===== src/rtl/fetch_sequencer.sv =====
// fetch_sequencer: instruction-fetch controller for the MiniAlu core.
//
// Owns the program counter, drives the instruction ROM address, and
// registers the fetched word toward decode. JMP is resolved here and never
// reaches decode. A NOP with a non-zero wait field is issued once and is
// then followed by exactly that many bubble cycles. Taken branches from
// execute redirect the PC and raise a one-cycle flush pulse.
//
// Ports:
//   Clock          system clock, rising edge
//   Reset          asynchronous, active-high reset
//   oAddress       ROM address, equal to the current PC
//   iInstruction   ROM data for oAddress (combinational, same cycle)
//   iStall         downstream cannot accept; freeze fetch
//   iBranchTaken   execute resolved a taken branch this cycle
//   iBranchTarget  branch target, zero-extended to ADDR_W
//   oInstruction   registered instruction to decode
//   oValid         oInstruction is a real instruction (0 = bubble)
//   oFlush         one-cycle pulse: squash the younger in-flight instruction
//   oWaiting       high while idling after a timed NOP
//
// state    | meaning
// ---------+-------------------------------------------------------------
// ST_FETCH | fetching one word per cycle from the PC
// ST_WAIT  | idling after a timed NOP; counter holds bubbles still owed

module fetch_sequencer #(
  parameter int         ADDR_W  = 16,
  parameter int         INSTR_W = 28,
  parameter logic [3:0] OP_NOP  = 4'd0,
  parameter logic [3:0] OP_JMP  = 4'd9,
  parameter int         WAIT_W  = 16
) (
  input  logic               Clock,
  input  logic               Reset,
  output logic [ADDR_W-1:0]  oAddress,
  input  logic [INSTR_W-1:0] iInstruction,
  input  logic               iStall,
  input  logic               iBranchTaken,
  input  logic [7:0]         iBranchTarget,
  output logic [INSTR_W-1:0] oInstruction,
  output logic               oValid,
  output logic               oFlush,
  output logic               oWaiting
);

  typedef enum logic [0:0] {
    ST_FETCH = 1'b0,
    ST_WAIT  = 1'b1
  } state_t;

  state_t             state_q, state_d;
  logic [ADDR_W-1:0]  pc_q, pc_d;
  logic [INSTR_W-1:0] instr_q, instr_d;
  logic               valid_q, valid_d;
  logic               flush_q, flush_d;
  logic [WAIT_W-1:0]  cnt_q, cnt_d;

  logic [3:0]         opcode;
  logic [WAIT_W-1:0]  wait_field;
  logic [ADDR_W-1:0]  jmp_target;

  assign opcode     = iInstruction[INSTR_W-1 -: 4];
  assign wait_field = iInstruction[WAIT_W-1:0];
  assign jmp_target = ADDR_W'(iInstruction[23:16]);

  always_ff @(posedge Clock or posedge Reset) begin
    if (Reset) begin
      state_q <= ST_FETCH;
      pc_q    <= '0;
      instr_q <= '0;
      valid_q <= 1'b0;
      flush_q <= 1'b0;
      cnt_q   <= '0;
    end else begin
      state_q <= state_d;
      pc_q    <= pc_d;
      instr_q <= instr_d;
      valid_q <= valid_d;
      flush_q <= flush_d;
      cnt_q   <= cnt_d;
    end
  end

  always_comb begin
    state_d = state_q;
    pc_d    = pc_q;
    instr_d = instr_q;
    valid_d = valid_q;
    flush_d = 1'b0;
    cnt_d   = cnt_q;

    if (iBranchTaken) begin
      // A redirect wins over stall, a pending wait and a fetched JMP.
      pc_d    = ADDR_W'(iBranchTarget);
      instr_d = '0;
      valid_d = 1'b0;
      flush_d = 1'b1;
      cnt_d   = '0;
      state_d = ST_FETCH;
    end else if (iStall) begin
      // Everything holds; a stall inside WAIT stretches the wait.
    end else begin
      unique case (state_q)
        ST_FETCH: begin
          if (opcode == OP_JMP) begin
            pc_d    = jmp_target;
            instr_d = '0;
            valid_d = 1'b0;
          end else begin
            instr_d = iInstruction;
            valid_d = 1'b1;
            pc_d    = pc_q + ADDR_W'(1);
            if (opcode == OP_NOP && wait_field != '0) begin
              cnt_d   = wait_field;
              state_d = ST_WAIT;
            end
          end
        end
        ST_WAIT: begin
          instr_d = '0;
          valid_d = 1'b0;
          // A zero count cannot occur here, but leaving on it avoids a
          // 2^WAIT_W cycle lockup if the counter were ever corrupted.
          if (cnt_q == WAIT_W'(1) || cnt_q == '0) begin
            cnt_d   = '0;
            state_d = ST_FETCH;
          end else begin
            cnt_d = cnt_q - WAIT_W'(1);
          end
        end
        default: state_d = ST_FETCH;
      endcase
    end
  end

  assign oAddress     = pc_q;
  assign oInstruction = instr_q;
  assign oValid       = valid_q;
  assign oFlush       = flush_q;
  assign oWaiting     = (state_q == ST_WAIT);

endmodule


===== config.mk =====
export PLATFORM = sky130hd
export DESIGN_NAME = fetch_sequencer
export DESIGN_NICKNAME = d
export VERILOG_FILES = /design/src/rtl/fetch_sequencer.sv
export SDC_FILE = /design/constraint.sdc
export NUM_CORES = 1
export LEC_CHECK = 0
export CORE_UTILIZATION = 50
export CTS_BUF_LIST = sky130_fd_sc_hd__clkbuf_8
export CTS_CLUSTER_DIAMETER = 40
export CTS_CLUSTER_SIZE = 28
export DETAILED_ROUTE_END_ITERATION = 8
export GPL_TIMING_DRIVEN = 1
export PLACE_DENSITY = 0.82
export SETUP_SLACK_MARGIN = 0.1
export SYNTH_ARGS = -nofsm -noshare
export SYNTH_HDL_FRONTEND = slang
export SYNTH_SLANG_ARGS = --single-unit

===== constraint.sdc =====
create_clock -name Clock -period 2.3 [get_ports Clock]
set_input_delay 0.575 -clock Clock [delete_from_list [all_inputs] [get_ports Clock]]
set_output_delay 0.575 -clock Clock [all_outputs]
set_load 0.02 [all_outputs]

[Word-level counts from Yosys, hierarchy flattened]
Cells that the tools add are included.
Storage, ports and cells
  register bits after elaboration: 63
  bits of input ports: 40
  output and inout port bits: 47
  logic and storage cells: 47
Operators by class
  $add $sub $neg: 2
  equality and inequality tests: 6
  mux-type cells: 25
  bitwise gates (word level): 1
  reduce and logical (&&, ||, !) cells: 7
Operators by type and width (number)
  16-bit two-way mux: 9
  28-bit two-way mux: 3
  28-bit one-hot mux with 2 select lines: 1
  16-bit one-hot mux with 2 select lines: 1
  16-bit by 1-bit adder with 16-bit output, second input constant: 1
  16-bit by 1-bit equality test with 1-bit output, second input constant: 1
  16-bit zero test: 1
  16-bit nonzero test: 1
  16-bit by 1-bit subtractor with 16-bit output, second input constant: 1
  1-bit two-way mux: 9
  3-bit inequality test, second input constant: 2
  4-bit equality test, second input constant: 1
  4-bit zero test: 1
  1-bit one-hot mux with 2 select lines: 2
  3-bit AND reduction: 1
  2-bit by 1-bit inequality test with 1-bit output, second input constant: 1
  2-bit inequality test, second input constant: 1
  2-bit AND reduction: 1
  1-bit logical AND: 1
  1-bit logical OR: 1
  1-bit NOT: 1

[Logic depth before layout (Yosys ltp)]
  depth in word-level cells: 7
  mapped depth: 7
  gate-level depth less buffers: 7

[Worst setup path after synthesis]
OpenSTA, ideal clock, no wires.
  kind: input to register
  start: in iInstruction[24]
  end: reg cnt_q[5]
  setup time: 126 ps
  data arrival time: 1902 ps
  required time: 2174 ps
  slack: 272 ps
  stages: 5
  path buffers: 1
  cells stage by stage: or4_4 o31a_1 buf_2 o2bb2ai_1 a221o_1
On the way
  cells in the longest elaborated chain, start to end: 4
  elaborated cells on any way between the ends: 6
  those cells by class: 3 x eq/ne; 3 x reduce/logical
Ends and longest elaborated chain
  start, declared: line 37  | input logic [INSTR_W-1:0] iInstruction,
  4-bit zero test: line 114  | if (opcode == OP_NOP && wait_field != '0) begin
  1-bit logical AND: line 114
  3-bit inequality test (no line)
  3-bit AND reduction (no line) (*)
  end signal, assigned: line 81  | cnt_q <= cnt_d;
  end, declared: line 57  | logic [WAIT_W-1:0] cnt_q, cnt_d;
Every way passes the cells marked *; elsewhere a longest branch is shown, timed or not.
A chain may end at the register's enable or synchronous reset.

[Worst setup path after layout]
  start: in iInstruction[6]
  end: reg cnt_q[3]
On the way
  cells in the longest elaborated chain, start to end: 4
Ends and longest elaborated chain (line)
  16-bit nonzero test: 114
  1-bit logical AND: 114
  3-bit inequality test (no line)
  3-bit AND reduction (no line)
No other way between the ends.

==> impl_metrics.yaml <==
finish:
  register_area_um2: 1580
  final_cell_mix: "clkdlybuf4s50_1 (82), dfrtp_1 (63), buf_4 (58)"
  design_area_um2: 4920
  fillCellCount: 390
  syn_to_final_growth_pct: 48.7
  final_common_cell: "clkdlybuf4s50_1"
  drive_gt1_frac: 0.193
  multi_input_area_um2: 1620
  nNetsFinal: 525
  antenna_cells: 0
  fin_util: 0.775
timing:
  rsz0062_at_grt: "false"
  setup_viol: 0
  max_freq_mhz: 465
  tightest_slew_ns: 0.419
  tns_ns: 0
  finalMaxSlewViolations: 0
  period_needed_ns: 2.15
  finClkSkew_ns: 0.00844
  holdWs_ns: 0.504
  hold_viol: 0
  slew_headroom: 0.718
  period_share: 0.936
drt:
  avgRoutedWirePerCell_um: 18.0
  drc: 0
  drt_iter0_markers: 347
  vias: 3479
  first_pass_iters: 5
  postRouteAntennaNets: 0
  postRouteWirelength_um: 10200
  vias_per_cell: 6.17
floorplanning:
  die_h_um: 83.3
  coreArea_um2: 6350
  die-width_um: 83.3
  pin_count: 87
  fp-row-count: 29
  initial_core_util: 0.521
  die_area_um2: 6940
synth:
  synthAdderAreaFrac: 0.0114
  synth_cell_type_count: 58
  synth_warnings: 0
  synth_flop_cell: "dfrtp_1"
  async_flop_share: 1.00
  avgSynthCellArea_um2: 9.59
  synth_top_family_by_area: "compound AO/OA/AOI/OAI gates"
  synth_compound_area_frac: 0.246
  synthXorXnorAreaFrac: 0.0132
  synth_cells: 345
  synthSimpleGateAreaFrac: 0.207
  synthesis.area_um2: 3310
  seq_area_frac_synth: 0.477
  synth_edf_count: 0
  ys_seq_elements: 63
  syn-num-nets: 388
  synthMuxAreaShare: 0.00908
clock_network:
  worstSkewPairLatency_ns: 0.34
  clk_pin_slew_ns: 0.07
  hold_buffers: 0
  cts-root-buf: "clkbuf_8"
  htree_levels: 3
  clockBufferDepth: 2
  cts_tree: "yes"
  cts_sinks: 63
  cts_made_buffers: 9
worst_setup_path:
  cp-startpoint: "iInstruction[6]"
  cp_max_fo: 6
  end_kind: "flop"
  crit_arrival_ns: 2.39
  startpoint_type: "input port"
  worstSetupPathType: "in -> reg"
  crit_required_ns: 2.54
  reg2reg_from: "cnt_q[5]"
place:
  port_buffers: 86
  gp_congestion: 0.914
  hpwl_um: 7410
  placed_area_um2: 4620
power:
  fin_total_pwr_mw: 3.56
  leakage_nw: 2.15
  powerDensity_nw_per_um2: 724
  ir_worst_vdd_mv: 0.521
flow_run:
  drv_cap: 0
hold_path:
  worstHoldStart: "cnt_q[15]"
  min_path_type: "reg -> reg"
global_routing:
  grt_pass1_wl_um: 17000
  antenna_found_initial: 0
  track_usage: 0.309
  overflow: 0
  grt_max_degree: 27
  grt_pass1_vias: 3520
status:
  status: "completed"
[metal layers]
metal  part of all wire  track usage  vias up
li1                   -            -     1579
met1               0.40        0.401     1674
met2               0.50        0.511      196
met3              0.070       0.0457       30
met4              0.029        0.146        0
met5                  0            0        -
[final timing paths]
check / endpoint / slack (ns) / depth (start not counted)
max in group asynchronous: cnt_q[13] / 1.10 / 3
setup / recovery: cnt_q[3] / 0.15 / 7
setup reg to reg: cnt_q[10] / 0.26 / 6
min in group asynchronous: oAddress[0] / 0.54 / 2
hold reg to reg: cnt_q[15] / 0.50 / 1
hold / removal: cnt_q[15] / 0.50 / 1
[area by class of cell]
class | instances | area share
clock buffers | 9 | 0.0252
clock inverters | 7 | 0.0247
inverters | 10 | 0.00763
multi-input cells | 252 | 0.329
flip-flops and latches | 63 | 0.321
well taps | 77 | 0.0196
repair buffers | 146 | 0.273
[flip-flops by register name (all words and copies together), names as in the netlist]
register,count
cnt_q,16
oAddress,16
oFlush,1
oInstruction,28
oValid,1
oWaiting,1
[cells by family (layout without fill, tap and decap cells)]
kind of cell | Yosys count | in the layout
mux | 3 | 3
xor+xnor | 5 | 5
fa+ha+maj | 3 | 3
simple gates | 126 | 126
flops | 63 | 63
buf+inv | 30 | 172
compound gates | 115 | 115
[critical path: stages]
cell and delay [ns]:
clkdlybuf4s50_1 0.45, nor4_1 0.38, and4_1 0.31, o31a_1 0.32
buf_4 0.19, nand2_1 0.05, o311ai_1 0.10
[synthesized netlist by cell type, drive strengths merged, types with 2 or more instances]
cell     instances  area share
nor4b            2      0.0053
inv             10       0.011
or4              2      0.0057
a221o            3      0.0091
xor2             4       0.011
o2bb2ai          2      0.0053
or3              5      0.0095
or2              4      0.0076
o211ai           3      0.0068
o41ai            3      0.0079
nor2b            4      0.0076
nor3             7       0.012
o22ai            4      0.0076
dfrtp           63        0.48
clkbuf          14       0.016
nor4            10       0.023
a31oi            3      0.0057
mux2i            3      0.0091
a21o             3      0.0068
buf              6      0.0098
nor2            28       0.032
o311ai           2      0.0053
o31a             2      0.0053
a22oi            2      0.0045
nor3b            4      0.0091
nand3           11       0.017
o21ai           35       0.053
a22o            24       0.064
nand4            6       0.013
o31ai            5       0.020
a32oi            2      0.0053
and4             2      0.0053
nand2b           2      0.0038
ha               3       0.011
a21oi           17       0.026
nand2           33       0.039
[timing repair]
action                                  4_1_cts  5_1_grt
resized for setup                             1        5
pin swaps                                     2        4
buffers inserted                              4        1
endpoints found under the setup margin        4       13
[stage by stage]
stage          instances  setup slack (ns)
2_1_floorplan        345             0.155
3_3_place_gp         543            -0.228
3_5_place_dp         543            -0.326
4_1_cts              563             0.108
5_1_grt              564             0.106
6_report             564             0.148
[power breakdown]
part	switching, mW	internal [mW]
logic	0.572	0.485
clock network	0.464	0.721
registers	0.111	1.21
Power figures use the tool's default switching activity.
